### config.mk
export PLATFORM = sky130hd
export DESIGN_NAME = scoreboard_7seg
export DESIGN_NICKNAME = d
export VERILOG_FILES = /design/src/rtl/scoreboard_pkg.sv /design/src/rtl/seg7_decode.sv /design/src/rtl/scoreboard_7seg.sv
export SDC_FILE = /design/constraint.sdc
export NUM_CORES = 1
export LEC_CHECK = 0
export ABC_AREA = 1
export CAP_MARGIN = 20
export CELL_PAD_IN_SITES_DETAIL_PLACEMENT = 0
export CELL_PAD_IN_SITES_GLOBAL_PLACEMENT = 1
export CORE_AREA = 10 10 102 104
export DETAILED_ROUTE_END_ITERATION = 10
export DIE_AREA = 0 0 112 114
export PLACE_DENSITY_LB_ADDON = 0.25
export SYNTH_ARGS = -nofsm -noshare
export SYNTH_HDL_FRONTEND = slang
export SYNTH_SLANG_ARGS = --single-unit
export TNS_END_PERCENT = 100
### constraint.sdc
create_clock -name clk_lf -period 3.5 [get_ports clk_lf]
set_clock_uncertainty 0.05 [all_clocks]
set_input_delay 0.7 -clock clk_lf [delete_from_list [all_inputs] [get_ports clk_lf]]
set_output_delay 0.7 -clock clk_lf [all_outputs]
set_load 0.005 [all_outputs]
### src/rtl/scoreboard_pkg.sv
// Shared constants for the scoreboard display: segment patterns (active low,
// bit order {g,f,e,d,c,b,a}), scan-state encoding and anode one-hots.
package scoreboard_pkg;

    localparam logic [6:0] SEG_BLANK = 7'h7F;

    localparam logic [3:0] AN_OFF  = 4'b1111;
    localparam logic [3:0] AN_DIG3 = 4'b0111;
    localparam logic [3:0] AN_DIG2 = 4'b1011;
    localparam logic [3:0] AN_DIG1 = 4'b1101;
    localparam logic [3:0] AN_DIG0 = 4'b1110;

    typedef enum logic [1:0] {
        DIG3 = 2'd0,
        DIG2 = 2'd1,
        DIG1 = 2'd2,
        DIG0 = 2'd3
    } scan_state_e;

    function automatic logic [6:0] seg_pattern(input logic [3:0] digit);
        case (digit)
            4'd0:    return 7'h40;
            4'd1:    return 7'h79;
            4'd2:    return 7'h24;
            4'd3:    return 7'h30;
            4'd4:    return 7'h19;
            4'd5:    return 7'h12;
            4'd6:    return 7'h02;
            4'd7:    return 7'h78;
            4'd8:    return 7'h00;
            4'd9:    return 7'h10;
            default: return SEG_BLANK;
        endcase
    endfunction

    function automatic logic [3:0] anode_of(input scan_state_e st);
        case (st)
            DIG3:    return AN_DIG3;
            DIG2:    return AN_DIG2;
            DIG1:    return AN_DIG1;
            default: return AN_DIG0;
        endcase
    endfunction

endpackage

### src/rtl/seg7_decode.sv
// Combinational digit-to-segment decoder; blank_i forces all segments off.
module seg7_decode
    import scoreboard_pkg::*;
(
    input  logic [3:0] digit_i,
    input  logic       blank_i,
    output logic [6:0] seg_o
);

    assign seg_o = blank_i ? SEG_BLANK : seg_pattern(digit_i);

endmodule

### src/rtl/scoreboard_7seg.sv
// Score capture, winner tracking and multiplexed 4-digit seven-segment drive
// with per-slot blanking and winner flashing.
module scoreboard_7seg
    import scoreboard_pkg::*;
#(
    parameter int REFRESH_DIV = 50000,
    parameter int BLANK_CYC   = 500,
    parameter int FLASH_DIV   = 64,
    parameter int WIN_SCORE   = 9
) (
    input  logic       clk_lf,
    input  logic       rst,
    input  logic [3:0] Score_Left,
    input  logic [3:0] Score_Right,
    output logic [6:0] Seg,
    output logic [3:0] An,
    output logic       Dp,
    output logic [1:0] Winner
);

    localparam int CW = (REFRESH_DIV > 1) ? $clog2(REFRESH_DIV) : 1;
    localparam int FW = (FLASH_DIV > 1) ? $clog2(FLASH_DIV) : 1;
    localparam logic [CW-1:0] RD_LAST   = CW'(REFRESH_DIV - 1);
    localparam logic [CW-1:0] BLANK_LIM = CW'(BLANK_CYC);
    localparam logic [FW-1:0] FL_LAST   = FW'(FLASH_DIV - 1);

    // Index 1 is the left side, index 0 the right side, matching Winner bits.
    logic [1:0][3:0] score_in, s1_q, s2_q, lat_q, lat_d;
    logic [1:0]      winner_q, winner_d;
    logic            both_zero;

    scan_state_e   state_q, state_d;
    logic [CW-1:0] cnt_q, cnt_d;
    logic [FW-1:0] scan_q, scan_d;
    logic          flash_q, flash_d;
    logic [3:0]    slot_val_q, slot_val_d;
    logic [3:0]    an_q, an_d;
    logic [6:0]    seg_q, seg_d;
    logic          dp_q, dp_d;

    logic       left_slot, units_slot, side_win, has_tens, in_blank, dec_blank;
    logic [3:0] digit;

    assign score_in  = {Score_Left, Score_Right};
    assign both_zero = (lat_q[1] == 4'd0) && (lat_q[0] == 4'd0);

    // A score is accepted only once two consecutive synchronised samples agree,
    // so a word caught mid-transition is never latched.
    for (genvar gi = 0; gi < 2; gi++) begin : g_side
        assign lat_d[gi]    = (s1_q[gi] == s2_q[gi]) ? s2_q[gi] : lat_q[gi];
        assign winner_d[gi] = (lat_q[gi] >= 4'(WIN_SCORE)) ? 1'b1 :
                              (both_zero ? 1'b0 : winner_q[gi]);
    end

    always_ff @(posedge clk_lf or posedge rst) begin
        if (rst) begin
            s1_q       <= '0;
            s2_q       <= '0;
            lat_q      <= '0;
            winner_q   <= '0;
            state_q    <= DIG3;
            cnt_q      <= '0;
            scan_q     <= '0;
            flash_q    <= 1'b1;
            slot_val_q <= '0;
            an_q       <= AN_OFF;
            seg_q      <= SEG_BLANK;
            dp_q       <= 1'b1;
        end else begin
            s1_q       <= score_in;
            s2_q       <= s1_q;
            lat_q      <= lat_d;
            winner_q   <= winner_d;
            state_q    <= state_d;
            cnt_q      <= cnt_d;
            scan_q     <= scan_d;
            flash_q    <= flash_d;
            slot_val_q <= slot_val_d;
            an_q       <= an_d;
            seg_q      <= seg_d;
            dp_q       <= dp_d;
        end
    end

    always_comb begin
        state_d = state_q;
        cnt_d   = cnt_q + 1'b1;
        scan_d  = scan_q;
        flash_d = flash_q;
        if (cnt_q == RD_LAST) begin
            cnt_d = '0;
            case (state_q)
                DIG3: state_d = DIG2;
                DIG2: state_d = DIG1;
                DIG1: state_d = DIG0;
                default: begin
                    state_d = DIG3;
                    if (scan_q == FL_LAST) begin
                        scan_d  = '0;
                        flash_d = ~flash_q;
                    end else begin
                        scan_d = scan_q + 1'b1;
                    end
                end
            endcase
        end
    end

    // Outputs are built from next-state values so An/Seg/Dp line up with the
    // slot the counters are entering; the slot's score is frozen at its start.
    always_comb begin
        left_slot  = (state_d == DIG3) || (state_d == DIG2);
        units_slot = (state_d == DIG2) || (state_d == DIG0);
        side_win   = left_slot ? winner_d[1] : winner_d[0];
        slot_val_d = (cnt_d == '0) ? (left_slot ? lat_d[1] : lat_d[0]) : slot_val_q;
        has_tens   = (slot_val_d >= 4'd10);
        if (units_slot) begin
            digit = has_tens ? (slot_val_d - 4'd10) : slot_val_d;
        end else begin
            digit = {3'b000, has_tens};
        end
        in_blank  = (cnt_d < BLANK_LIM);
        dec_blank = in_blank || (!flash_d && side_win) || (!units_slot && !has_tens);
        an_d      = in_blank ? AN_OFF : anode_of(state_d);
        dp_d      = in_blank || !units_slot || !side_win;
    end

    seg7_decode u_decode (
        .digit_i (digit),
        .blank_i (dec_blank),
        .seg_o   (seg_d)
    );

    assign An     = an_q;
    assign Seg    = seg_q;
    assign Dp     = dp_q;
    assign Winner = winner_q;

endmodule
Word-level counts from Yosys, hierarchy flattened --
Memories as Yosys holds them, arrays and structs flattened. Cells that the tools add are included.
Word-level totals: register bits 67, ROM bits 112, word-level logic and storage cells 75, memories 1
Cells by class: $add $sub $neg 3, order comparisons 4, equality and inequality tests 9, mux-type cells 21, bitwise logic cells 2, reductions and logical operators 20
Memory list:
- (no name shown) | words 16, width 7, rd ports 1, clocked after Yosys merged registers in 0, write ports 0, RTL line scoreboard_pkg.sv:21 | case (digit)
Operator list (number):
- $mux W4 | 7
- $add A16 B1 Y16 const B | 1
- $eq A16 B16 Y1 const B | 1
- $logic_not A16 Y1 | 1
- $lt A16 B9 Y1 const B | 1
- $mux W16 | 1
- $ge A4 B4 Y1 const B | 3
- $pmux W4 S3 | 1
- $eq A4 B4 Y1 | 2
- $logic_not A4 Y1 | 2
- $mux W1 | 8
- $mux W7 | 1
- $add A6 B1 Y6 const B | 1
- $eq A2 B2 Y1 const B | 3
- $eq A6 B6 Y1 const B | 1
- $logic_or A1 B1 Y1 | 6
- $mux W6 | 1
- $pmux W2 S3 | 1
- $eq A2 B1 Y1 const B | 2
- $logic_not A1 Y1 | 4
- $logic_not A2 Y1 | 2
- $sub A4 B4 Y4 const B | 1
- $logic_and A1 B1 Y1 | 3
- $reduce_or A3 Y1 | 1
- other kinds (3) | 4

Depth between registers and ports, before layout --
word-level depth 12, gate-level depth with buffers 24

Modules after synthesis --
From an unflattened synthesis, not the netlist that was laid out.
Unflattened totals: cell total of the unflattened synthesis 455, area, all modules 3550.9 µm²
By module, submodules not included:
- scoreboard_7seg | times used 1, cells an instance 418, area each 3347.0 µm²
- seg7_decode | times used 1, cells an instance 37, area each 203.9 µm²

Worst setup path before layout --
No wires, ideal clock.
kind register to register, start register cnt_q[0], end register seg_q[1], in the netlist Seg[1], setup time 0.060 ns, arrival time 2.551 ns, required time 3.390 ns, path slack 0.838 ns, cell stages (with the launch flop) 17, buffers on the path 0, clock period less this slack 2.662 ns, path through dfrtp_1 ha_1 nand2_2 nor2_4 nand3_1 xor2_1 nand2_1 nor2_8 nand3_4 nand2_2 nand2_4 a21oi_1 nand2_2 inv_1 ha_1 or2_0 nand2_1
Between the ends: word-level cells in the longest chain between the ends 11, elaborated cells between the ends (all ways) 28, those cells by class add/sub: 2; order compare: 2; eq/ne: 3; mux: 9; reduce/logical: 11; memory: 1
RTL lines:
- from (decl) | RTL line scoreboard_7seg.sv:33 | logic [CW-1:0] cnt_q, cnt_d;
- from (signal assigned) | RTL line scoreboard_7seg.sv:75 | cnt_q <= cnt_d;
- parallel branches: the longest is 5 deep, another holds $add A16 B1 Y16
- $mux W4 * | RTL line scoreboard_7seg.sv:115 | slot_val_d = (cnt_d == '0) ? (left_slot ? lat_d[1] : lat_d[0]) : slot_val_q;
- net slot_val_d[3] | RTL line scoreboard_7seg.sv:36 | logic [3:0] slot_val_q, slot_val_d;
- $sub A4 B4 Y4 or $ge A4 B4 Y1 (tied branches) | RTL line scoreboard_7seg.sv:118, scoreboard_7seg.sv:116
- $mux W4 or $logic_not A1 Y1 (tied branches) | RTL line scoreboard_7seg.sv:118, scoreboard_7seg.sv:123
- $mux W4 or $logic_and A1 B1 Y1 (tied branches) | RTL line scoreboard_7seg.sv:117, scoreboard_7seg.sv:123
- $mem_v2 Z16 W7 or $logic_or A1 B1 Y1 (tied branches)
- $mux W7 * | RTL line seg7_decode.sv:10 | assign seg_o = blank_i ? SEG_BLANK : seg_pattern(digit_i);
- net seg_d[1] | RTL line scoreboard_7seg.sv:38 | logic [6:0] seg_q, seg_d;
- to (signal assigned) | RTL line scoreboard_7seg.sv:80 | seg_q <= seg_d;
- to (decl) | RTL line scoreboard_7seg.sv:38
Mark *: on every way through the listed nets, which the timed path passes. A chain may end at the register's enable or synchronous reset.

Worst setup path after layout --
Ends and elaborated chain as after synthesis.

==> impl_results.md <==
* Status: complete, no violations
* Post-route insts no fill at 598
* Type of destination of the critical path: flop
* Residual DRC at 0
* Root Driver: clkbuf_8
* Most area-consuming cells after synthesis: dfrtp_1, nand2_1, dfstp_2, inv_1, nand3_1
* Compound-cell area share of the yosys netlist at 4.17%
* Multi-input logic area at 1610 um2
* Pleak at 2.07 nW
* Number of global-route vias before repair at 2,841
* Hold path cells at 0
* Yosys top cell by area: dfrtp_1
* Min Tclk post-route at 3.13 ns
* Chip width at 112 um
* XOR/XNOR Fraction of Synth Area at 3.16%
* DP Area at 3970 um2
* Grt total ovfl at 0
* Layout cell share with drive strength beyond 1 at 14.5%
* Final WL at 7610 um
* CTS H-tree lvls at 3
* VDD IR-drop max at 0.000319 V
* Pre-CTS setup slack at 0.391 ns
* Routed length per instance at 12.7 um
* R2R Setup Slk at 0.37 ns
* Critical path fanouts, max at 12
* Largest net degree at the start of global routing at 36
* Antenna diodes at 0
* Post-Place Cells at 582
* CP Class: flop to flop
* Hold Crit Class: flop to flop
* Design Area, Final at 4180 um2
* Initial DRT Pass Iterations at 5
* Via count at 2,811
* Commonest non-fill, non-tap cell in the layout: nand2_1
* Worst Path Arrival at 3.36 ns
* Fillers at 830
* Final ANT Viol Nets at 0
* Synth Area in Simple Gates at 34.3%
* Storage element area at 1690 um2
* Syn_area_per_cell at 7.96 um2
* Seq cells post-synth at 67
* Hold Path Origin: s1_q[6]
* Worst Reg2Reg Path Length in Cells at 15
* Fin nets at 504
* Yosys Warn Count at 0
* Tightest Pin Transition at 0.753 ns
* Global placer's final weighted congestion at 0.809
* Via-per-instance ratio at 4.70
* Synth Area in Adders at 3.13%
* Die H at 114 um
* Area grow syn2layout at 16.2%
* Final WS setup at 0.365 ns
* Initial antenna violation count at 0
* RSZ-0062 raised after global routing: false
* CTS Sinks at 67
* Post-CTS Setup Bufs at 0
* Max Slew Vio Count at 0
* Worst Hold End: s2_q[6]
* Post-synthesis mux area share at 0%
* Clock slew at reported path FFs at 0.07 ns
* I/O Buffers at 23
* Max_slew headroom at 49.3%
* DP Wirelength at 5890 um
* Post-Synthesis Cell Area at 3600 um2
* Hold slack at 0.345 ns
* Nature of the critical path startpoint: flop
* Post-synth top area share at 37.5%
* Most frequent cells in the layout: nand2_1, inv_1, dfrtp_1, nor2_1, nand3_1
* Post-synth cell types at 35
* Endpoints failing setup at 0
* Worst EP required at 3.73 ns
* Global-route wire length before repair at 13,300 um
* I/O pin cnt at 24
* Reg2reg start: cnt_q[0]
* Register area share after synthesis at 47.0%
* Max_cap viols at 0
* Post-CTS resize count at 0
* Syn_nets at 471
* DRT iter0 DRCs at 112
* Worst skew pair latency at 0.33 ns
* Core Region at 8470 um2
* All-Layer GR Usage at 12.6%
* Core Util, Final at 49.4%
* Max Root-Sink Buffers at 2
* Largest family of logic cells by synthesized area: simple AND/OR/NAND/NOR gates
* Final Hold Vio Count at 0
* Rows at 34
* Tcrit/Tclk final at 89.6%
* Tot Pwr at 1.68 mW
* Cells after Synth at 452
* CTS Buf Count at 9
* Die area at 12,800 um2
* Initial cell density of the core at 42.5%
* CTS tree: done
* Max Clk Rate at 0.319 GHz
* Fin Setup TNS at 0 ns
* Pwr dens at 401 nW/um2
* Post-CTS Hold Buffers at 0
* R2r endpoint: Seg[1]
-- area by class of cell --
cell class	instances	area share, %
Timing Repair Buffer	24	5.98
Multi-Input combinational cell	308	38.5
Inverter	75	6.73
Sequential cell	67	40.5
Clock buffer	16	5.09
Tap cell	108	3.23
-- flip-flops by register name, summed over array words and instances, names as in the netlist --
signal      count
s1_q            8
Dp              1
lat_q           8
scan_q          6
flash_q         1
Seg             7
Winner          2
slot_val_q      4
cnt_q          16
An              4
s2_q            8
state_q         2
-- worst max-delay path by stage --
stage                   from     end
floorplan           cnt_q[0]  Seg[1]
global placement    cnt_q[0]  Seg[1]
detailed placement  cnt_q[0]  Seg[6]
CTS                 cnt_q[0]  Seg[5]
global route        cnt_q[0]  Seg[5]
finish              cnt_q[0]  Seg[1]
-- cell usage after synthesis, drive strengths merged --
master	number
a21oi	5
buf	2
nand4	7
nand2	143
xnor2	1
nor3	4
or2	2
clkinv	1
nand3b	3
nand3	41
inv	74
o21ai	16
xor2	12
a21boi	1
dfstp	13
and3	1
o211ai	1
nor2	58
a22o	1
ha	9
nor4	2
dfrtp	54
a31oi	1
-- critical path, cell delays in order (launching register included) --
cell     delay [ns]
dfrtp_1        0.44
ha_1           0.26
nand3_2        0.18
nor2_2         0.19
nand2_2        0.10
o21ai_2        0.37
inv_1          0.18
o21ai_0        0.21
nand3_1        0.10
nand2_1        0.10
a21oi_1        0.08
nand2_2        0.16
inv_1          0.09
ha_1           0.28
or2_0          0.22
nand2_1        0.07
-- cells by family (layout without fill, tap and decap cells) --
logic type,Yosys count,in the layout
DFF,67,67
xor gates and xnor gates,13,13
adders and majority gates,9,9
and+or+nand+nor,261,261
AOI/OAI and AO/OA,25,25
buffers and inverters,77,115
-- report_power, final --
part	switching (mW)	internal, mW
Sequential	0.0281	0.824
Clock	0.282	0.384
Combinational	0.0954	0.0633
-- per-layer routing --
metal	vias up	part of all wire (%)	track usage, %
met5	-	0	0
met4	0	1.5	4.23
met3	9	2.5	3.25
met2	24	50	22.8
met1	1311	46	14.2
li1	1467	-	-
Note: power is estimated with default switching activity, not from simulation.
